File: config.mk
export PLATFORM = sky130hd
export DESIGN_NAME = shift_row_pipe
export DESIGN_NICKNAME = d
export VERILOG_FILES = /design/src/rtl/shift_row_pipe.sv
export SDC_FILE = /design/constraint.sdc
export NUM_CORES = 1
export LEC_CHECK = 0
export ABC_CLOCK_PERIOD_IN_PS = 8490
export BUFFER_PORTS_ARGS = -buffer_cell sky130_fd_sc_hd__buf_2
export CAP_MARGIN = 20
export CELL_PAD_IN_SITES_DETAIL_PLACEMENT = 0
export CELL_PAD_IN_SITES_GLOBAL_PLACEMENT = 1
export CORE_AREA = 2 2 176 178
export CTS_CLUSTER_SIZE = 30
export DETAILED_ROUTE_END_ITERATION = 8
export DIE_AREA = 0 0 178 180
export PLACE_DENSITY = 0.81
export SKIP_LAST_GASP = 1
export SLEW_MARGIN = 20
export SYNTH_ARGS = -nofsm -noshare
export SYNTH_HDL_FRONTEND = slang
export SYNTH_SLANG_ARGS = --single-unit
File: constraint.sdc
create_clock -name clk -period 8.49 [get_ports clk]
set_input_delay 0.849 -clock clk [delete_from_list [all_inputs] [get_ports clk]]
set_output_delay 0.849 -clock clk [all_outputs]
set_load 0.01 [all_outputs]
File: src/rtl/shift_row_pipe.sv
`default_nettype none
// ============================================================================
// Module      : shift_row_pipe
// Description : Registered ShiftRows / InvShiftRows stage for an AES/Rijndael
//               round datapath with Nb = 4, 6 or 8 columns. Valid/ready
//               handshake on both sides with a two-entry (main + skid)
//               buffer so the pipeline can stall without bubbles.
//               Optional per-byte even-parity protection is built when the
//               macro SHIFT_ROW_PARITY_EN is defined (adds in_par / par_err).
// Revision    : 1.0 - initial release
// ============================================================================
//
// Byte layout: byte k sits in the k-th byte counting from the most
// significant end of the vector (so a hex literal reads byte 0 first).
// Byte k is row k%4, column k/4.

module shift_row_pipe #(
    parameter int NB = 4,
    parameter int W  = 32 * NB
) (
    input  logic         clk,
    input  logic         rst,
    input  logic         in_valid,
    output logic         in_ready,
    input  logic [W-1:0] in_data,
    input  logic         in_inv,
    output logic         out_valid,
    input  logic         out_ready,
    output logic [W-1:0] out_data
`ifdef SHIFT_ROW_PARITY_EN
    ,
    input  logic [NB*4-1:0] in_par,
    output logic            par_err
`endif
);

    localparam int NBYTES = 4 * NB;

    // Encoding mirrors the buffer valid bits: bit0 = M.valid, bit1 = S.valid.
    typedef enum logic [1:0] {
        ST_EMPTY = 2'b00,
        ST_HALF  = 2'b01,
        ST_FULL  = 2'b11
    } state_t;

    // Only 4/6/8 columns are meaningful for Rijndael; W must stay derived.
    if (!((NB == 4) || (NB == 6) || (NB == 8)) || (W != 32 * NB)) begin : g_bad_cfg
        $error("shift_row_pipe: NB must be 4, 6 or 8 and W must equal 32*NB");
    end

    state_t         state_q, state_d;
    logic           in_ready_q, in_ready_d;
    logic [W-1:0]   m_data_q, m_data_d;
    logic [W-1:0]   s_data_q, s_data_d;
    logic [W-1:0]   perm_fwd;
    logic [W-1:0]   perm_inv;
    logic [W-1:0]   perm_data;
    logic           accept;

`ifdef SHIFT_ROW_PARITY_EN
    logic [NBYTES-1:0] m_par_q, m_par_d;
    logic [NBYTES-1:0] s_par_q, s_par_d;
    logic [NBYTES-1:0] par_fwd;
    logic [NBYTES-1:0] par_inv;
    logic [NBYTES-1:0] perm_par;
    logic [NBYTES-1:0] byte_err;
`endif

    // Pure wiring permutation: each output byte picks its source byte in the
    // same row, offset by C(r) columns (left for forward, right for inverse).
    for (genvar c = 0; c < NB; c++) begin : g_col
        for (genvar r = 0; r < 4; r++) begin : g_row
            localparam int OFF = ((NB == 8) && (r >= 2)) ? r + 1 : r;
            localparam int DST = 4 * c + r;
            localparam int SF  = 4 * ((c + OFF) % NB) + r;
            localparam int SI  = 4 * ((c + NB - OFF) % NB) + r;
            assign perm_fwd[W-1-8*DST -: 8] = in_data[W-1-8*SF -: 8];
            assign perm_inv[W-1-8*DST -: 8] = in_data[W-1-8*SI -: 8];
`ifdef SHIFT_ROW_PARITY_EN
            assign par_fwd[DST] = in_par[SF];
            assign par_inv[DST] = in_par[SI];
`endif
        end
    end

    assign perm_data = in_inv ? perm_inv : perm_fwd;
    assign accept    = in_valid & in_ready_q;
    assign in_ready  = in_ready_q;
    assign out_valid = state_q[0];
    assign out_data  = m_data_q;

`ifdef SHIFT_ROW_PARITY_EN
    assign perm_par = in_inv ? par_inv : par_fwd;

    // Recompute even parity of every byte held in M and compare to the stored bit.
    for (genvar k = 0; k < NBYTES; k++) begin : g_par_chk
        assign byte_err[k] = (^m_data_q[W-1-8*k -: 8]) != m_par_q[k];
    end

    assign par_err = state_q[0] & (|byte_err);
`endif

    // Next-state and buffer steering: fill M first, spill to S only when M
    // is occupied and not draining; S refills M as soon as downstream accepts.
    always_comb begin
        state_d  = state_q;
        m_data_d = m_data_q;
        s_data_d = s_data_q;
`ifdef SHIFT_ROW_PARITY_EN
        m_par_d  = m_par_q;
        s_par_d  = s_par_q;
`endif
        case (state_q)
            ST_EMPTY: begin
                if (accept) begin
                    m_data_d = perm_data;
`ifdef SHIFT_ROW_PARITY_EN
                    m_par_d  = perm_par;
`endif
                    state_d  = ST_HALF;
                end
            end
            ST_HALF: begin
                if (accept && out_ready) begin
                    m_data_d = perm_data;
`ifdef SHIFT_ROW_PARITY_EN
                    m_par_d  = perm_par;
`endif
                end else if (accept) begin
                    s_data_d = perm_data;
`ifdef SHIFT_ROW_PARITY_EN
                    s_par_d  = perm_par;
`endif
                    state_d  = ST_FULL;
                end else if (out_ready) begin
                    state_d  = ST_EMPTY;
                end
            end
            ST_FULL: begin
                // in_ready is low here, so no accept can coincide.
                if (out_ready) begin
                    m_data_d = s_data_q;
`ifdef SHIFT_ROW_PARITY_EN
                    m_par_d  = s_par_q;
`endif
                    state_d  = ST_HALF;
                end
            end
            default: begin
                state_d = ST_EMPTY;
            end
        endcase
        in_ready_d = (state_d != ST_FULL);
    end

    // Buffer and handshake registers; reset discards any in-flight data.
    always_ff @(posedge clk or posedge rst) begin
        if (rst) begin
            state_q    <= ST_EMPTY;
            in_ready_q <= 1'b1;
            m_data_q   <= '0;
            s_data_q   <= '0;
`ifdef SHIFT_ROW_PARITY_EN
            m_par_q    <= '0;
            s_par_q    <= '0;
`endif
        end else begin
            state_q    <= state_d;
            in_ready_q <= in_ready_d;
            m_data_q   <= m_data_d;
            s_data_q   <= s_data_d;
`ifdef SHIFT_ROW_PARITY_EN
            m_par_q    <= m_par_d;
            s_par_q    <= s_par_d;
`endif
        end
    end

endmodule

`default_nettype wire

==> results.txt <==
Measured against its own limit, the worst slew margin works out to 36.2%. The number of buffers created by CTS came out at 30. The slew of the pin with the lowest slew margin came out at 0.958 ns. The placeable core region is 0.0302 mm2. The number of antenna violations at the first check in global routing is 1. A synthesized cell averages 12.6 um2.

The share of Yosys cell area claimed by the top area cell type came out at 55.5%. The width of the die is 178 um. The DRC violations left came out at 0. The power per standard cell area came out at 386 mW/mm2. The critical path is of the flop to flop type. TritonCTS built the clock tree. In the synthesized netlist the dominant register cell turns out to be sky130_fd_sc_hd__dfrtp_1. The via count of the first global-routing pass came out at 7776. The latest clock arrival within the worst-skew pair is 0.54 ns.

The total global-route track usage came out at 16.1%. Setup repair after global routing left no endpoint under its margin. The share of the clock period used by the worst path after layout is 42.3%. The growth of design area from synthesis to finish is 22.5%.

The dominant cell type by area after synthesis is sky130_fd_sc_hd__dfrtp_1. For this run, the number of Yosys warnings is 0. The most numerous cell in the Yosys netlist is sky130_fd_sc_hd__dfrtp_1. The DRC violation total after the first TritonRoute iteration is 365.

The number of setup buffers added after CTS came out at 0. Between clock sinks in the finished design, the worst skew comes to 0.00914 ns. After detailed placement, the total cell area comes to 0.0132 mm2. The worst reg-to-reg path cell count is 7. The site row count came out at 64. The worst-case vdd ir drop came out at 344 uV. In this run the critical register-to-register path is captured at out_data[94]. The cts-stage hold buffer count is 0. The count of endpoints failing setup in the final report came out at 0. The maximum operating frequency is 278 MHz.

The startpoint identified for the worst register-to-register timing path is state_q[0]. Gates resized during post-CTS repair numbered 0. The H-tree depth reported by CTS came out at 1.

The average wire per cell in the routed design is 16.4 um. The reg-to-reg setup timing slack is 4.90 ns. The mean number of vias per cell is 4.93.

The die is 180 um tall. The worst hold path belongs to the class input port to asynchronous set/reset pin. The data required time at the worst endpoint is 8.91 ns. The worst path meets setup with 4.90 ns of slack. The count of clock tree sinks came out at 259.

By area the synthesized netlist is led by sky130_fd_sc_hd__dfrtp_1, sky130_fd_sc_hd__mux2_1, sky130_fd_sc_hd__mux2_2. Max-cap violations in this run came to 0. The final total negative setup slack came out at 0 ns. The number of synthesized flops with an enable pin came out at 0. The count of pins over their slew limit is 0. The detail route stage leaves a number of antenna-violating nets equal to 0. The maximum clock insertion buffer count is 3.

The fraction of final layout cells sized beyond drive strength 1 came out at 36.7%. The routed wire length is 25900 um. The iteration count of the initial detailed-routing pass came out at 7.

Of all flip-flops after synthesis, the portion carrying an async set or reset was 100%. Ranked by instance count, the synthesized netlist is headed by sky130_fd_sc_hd__dfrtp_1, sky130_fd_sc_hd__mux2_1, sky130_fd_sc_hd__nand2_1. The maximum fanout along the worst path is 67.

263 I/O pins were placed. The run finished with clean final reports. The initial core utilization is 38.6%. The number of vias after detailed routing came out at 7782. The number of nets in the synthesized netlist is 1062.

Summed over all layers, the global routing overflow is 0. The post-layout instance area is 0.0143 mm2. The launching element type of the critical path is a flop. The die covers 0.0320 mm2. The number of different library cells in the post-synthesis netlist is 28. The category of the worst setup path capture point is a flop.

The pin count of the biggest net entering global routing came out at 194. The number of hold violations in the final report is 0. The cell at the root of the clock tree is sky130_fd_sc_hd__clkbuf_16. The worst path needs 3.59 ns of the cycle, external delays included.

The leakage power is 6.52 nW. Across all hold checks on the routed design, the worst slack comes to 0.430 ns. For the worst setup path, the data arrival time is 4.02 ns. The net count reported at finish came out at 1301. The sum of net half-perimeters after detailed placement came out at 16600 um.

The number of flip-flops and latches in the synthesized netlist is 259. The clock-pin slew on the worst setup and hold paths is 0.06 ns. The portion of the post-synthesis area used by sequential elements came out at 55.7%. The number of buffers inserted by port buffering is 262. The final weighted congestion of routability-driven global placement came out at 0.733. The synthesized cell area is 0.0116 mm2. The first-pass GRT wire length came out at 41800 um. The gate count after technology mapping is 924.

The total power is 5.51 mW. The worst setup slack after placement is 4.69 ns.
-- placed cells by master (no fill, tap or decap) --
| cell type | count |
|---|---|
| sky130_fd_sc_hd__buf_2 | 261 |
| sky130_fd_sc_hd__dfrtp_1 | 258 |
| sky130_fd_sc_hd__mux2_1 | 143 |
| sky130_fd_sc_hd__nand2_1 | 128 |
| sky130_fd_sc_hd__mux2_2 | 113 |
| sky130_fd_sc_hd__o21ai_0 | 74 |
| sky130_fd_sc_hd__mux2i_1 | 64 |
| sky130_fd_sc_hd__o21ai_1 | 54 |
| sky130_fd_sc_hd__clkbuf_16 | 31 |
| sky130_fd_sc_hd__buf_4 | 7 |
| sky130_fd_sc_hd__clkbuf_8 | 6 |
| sky130_fd_sc_hd__clkbuf_1 | 6 |
| sky130_fd_sc_hd__ha_1 | 4 |
| sky130_fd_sc_hd__clkinv_2 | 4 |
| sky130_fd_sc_hd__inv_1 | 3 |
| sky130_fd_sc_hd__bufinv_16 | 3 |
| sky130_fd_sc_hd__nand3_1 | 2 |
| sky130_fd_sc_hd__nor2b_1 | 2 |
| sky130_fd_sc_hd__and2_1 | 2 |
| sky130_fd_sc_hd__clkinvlp_4 | 2 |
| sky130_fd_sc_hd__diode_2 | 1 |
| sky130_fd_sc_hd__nand4b_1 | 1 |
| sky130_fd_sc_hd__a21boi_1 | 1 |
| sky130_fd_sc_hd__a2111oi_4 | 1 |
| sky130_fd_sc_hd__nor2_1 | 1 |
| sky130_fd_sc_hd__o221ai_1 | 1 |
| sky130_fd_sc_hd__a21oi_1 | 1 |
| sky130_fd_sc_hd__nand2b_1 | 1 |
| sky130_fd_sc_hd__a2bb2oi_1 | 1 |
| sky130_fd_sc_hd__o21bai_1 | 1 |
| sky130_fd_sc_hd__o21ba_2 | 1 |
| sky130_fd_sc_hd__o211ai_1 | 1 |
| sky130_fd_sc_hd__inv_8 | 1 |
| sky130_fd_sc_hd__ha_4 | 1 |
| sky130_fd_sc_hd__dfstp_2 | 1 |
| sky130_fd_sc_hd__buf_12 | 1 |
| sky130_fd_sc_hd__buf_6 | 1 |
-- flip-flops by register name (all words and copies together) (netlist names) --
| signal | flops |
|---|---|
| s_data_q | 128 |
| in_ready | 1 |
| out_data | 128 |
| state_q | 2 |
-- worst max path at each step --
stage          depth (start not counted)           end  startpoint
4_1_cts                                6  out_data[94]  state_q[0]
3_5_place_dp                           6  out_data[88]    in_valid
6_report                               7  out_data[94]  state_q[0]
3_3_place_gp                           6  out_data[95]    in_valid
2_1_floorplan                          1   out_data[0]         rst
5_1_grt                                6  out_data[94]  state_q[0]
-- metal layers --
layer	wire length (um)	track usage, %	part of all wire [%]	vias up
met4	761	5.02	2.9	0
met3	1340	3.00	5.2	44
met1	11400	20.9	44	3836
met5	0	0	0	-
li1	-	-	-	3716
met2	12400	27.1	48	186
-- final cells by class --
cell class	instances	area [um2]
Multi-Input combinational cell	598	4860
Antenna cell	1	2.50
Sequential cell	259	6480
Timing Repair Buffer	270	1390
Tap cell	396	495
Inverter	4	22.5
Fill cell	2771	15900
Clock buffer	43	881
Clock inverter	9	125
-- cells by family after synthesis --
kind of cell               count (synthesis)  synth area share [%]
muxes                                    320                  30.3
DFF                                      259                  55.7
and+or+nand+nor                          137                  4.59
AOI/OAI and AO/OA                        136                  6.10
buffers and inverters                     67                  2.82
adders and majority gates                  5                 0.537
-- worst max-delay path, stage by stage, from the launching register on --
cell and delay (ns):
sky130_fd_sc_hd__dfrtp_1 0.48, sky130_fd_sc_hd__inv_1 0.12, sky130_fd_sc_hd__ha_1 0.30, sky130_fd_sc_hd__nor2b_1 0.15
sky130_fd_sc_hd__a2111oi_4 0.27, sky130_fd_sc_hd__buf_4 0.73, sky130_fd_sc_hd__buf_4 0.83, sky130_fd_sc_hd__mux2_2 0.42
-- per-stage QoR --
stage	instances	utilization, %
after detailed placement	1527	43.9
final	1580	47.2
after CTS	1579	47.2
after floorplan	924	-
after global routing	1580	47.2
after global placement	1527	43.9
-- power breakdown --
| part | leakage, nW | internal (mW) | switching, mW |
|---|---|---|---|
| Sequential | 3.09 | 1.87 | 0.302 |
| Clock | 0.491 | 0.804 | 0.502 |
| Combinational | 2.94 | 0.999 | 1.03 |
(Power assumes the default switching activity.)
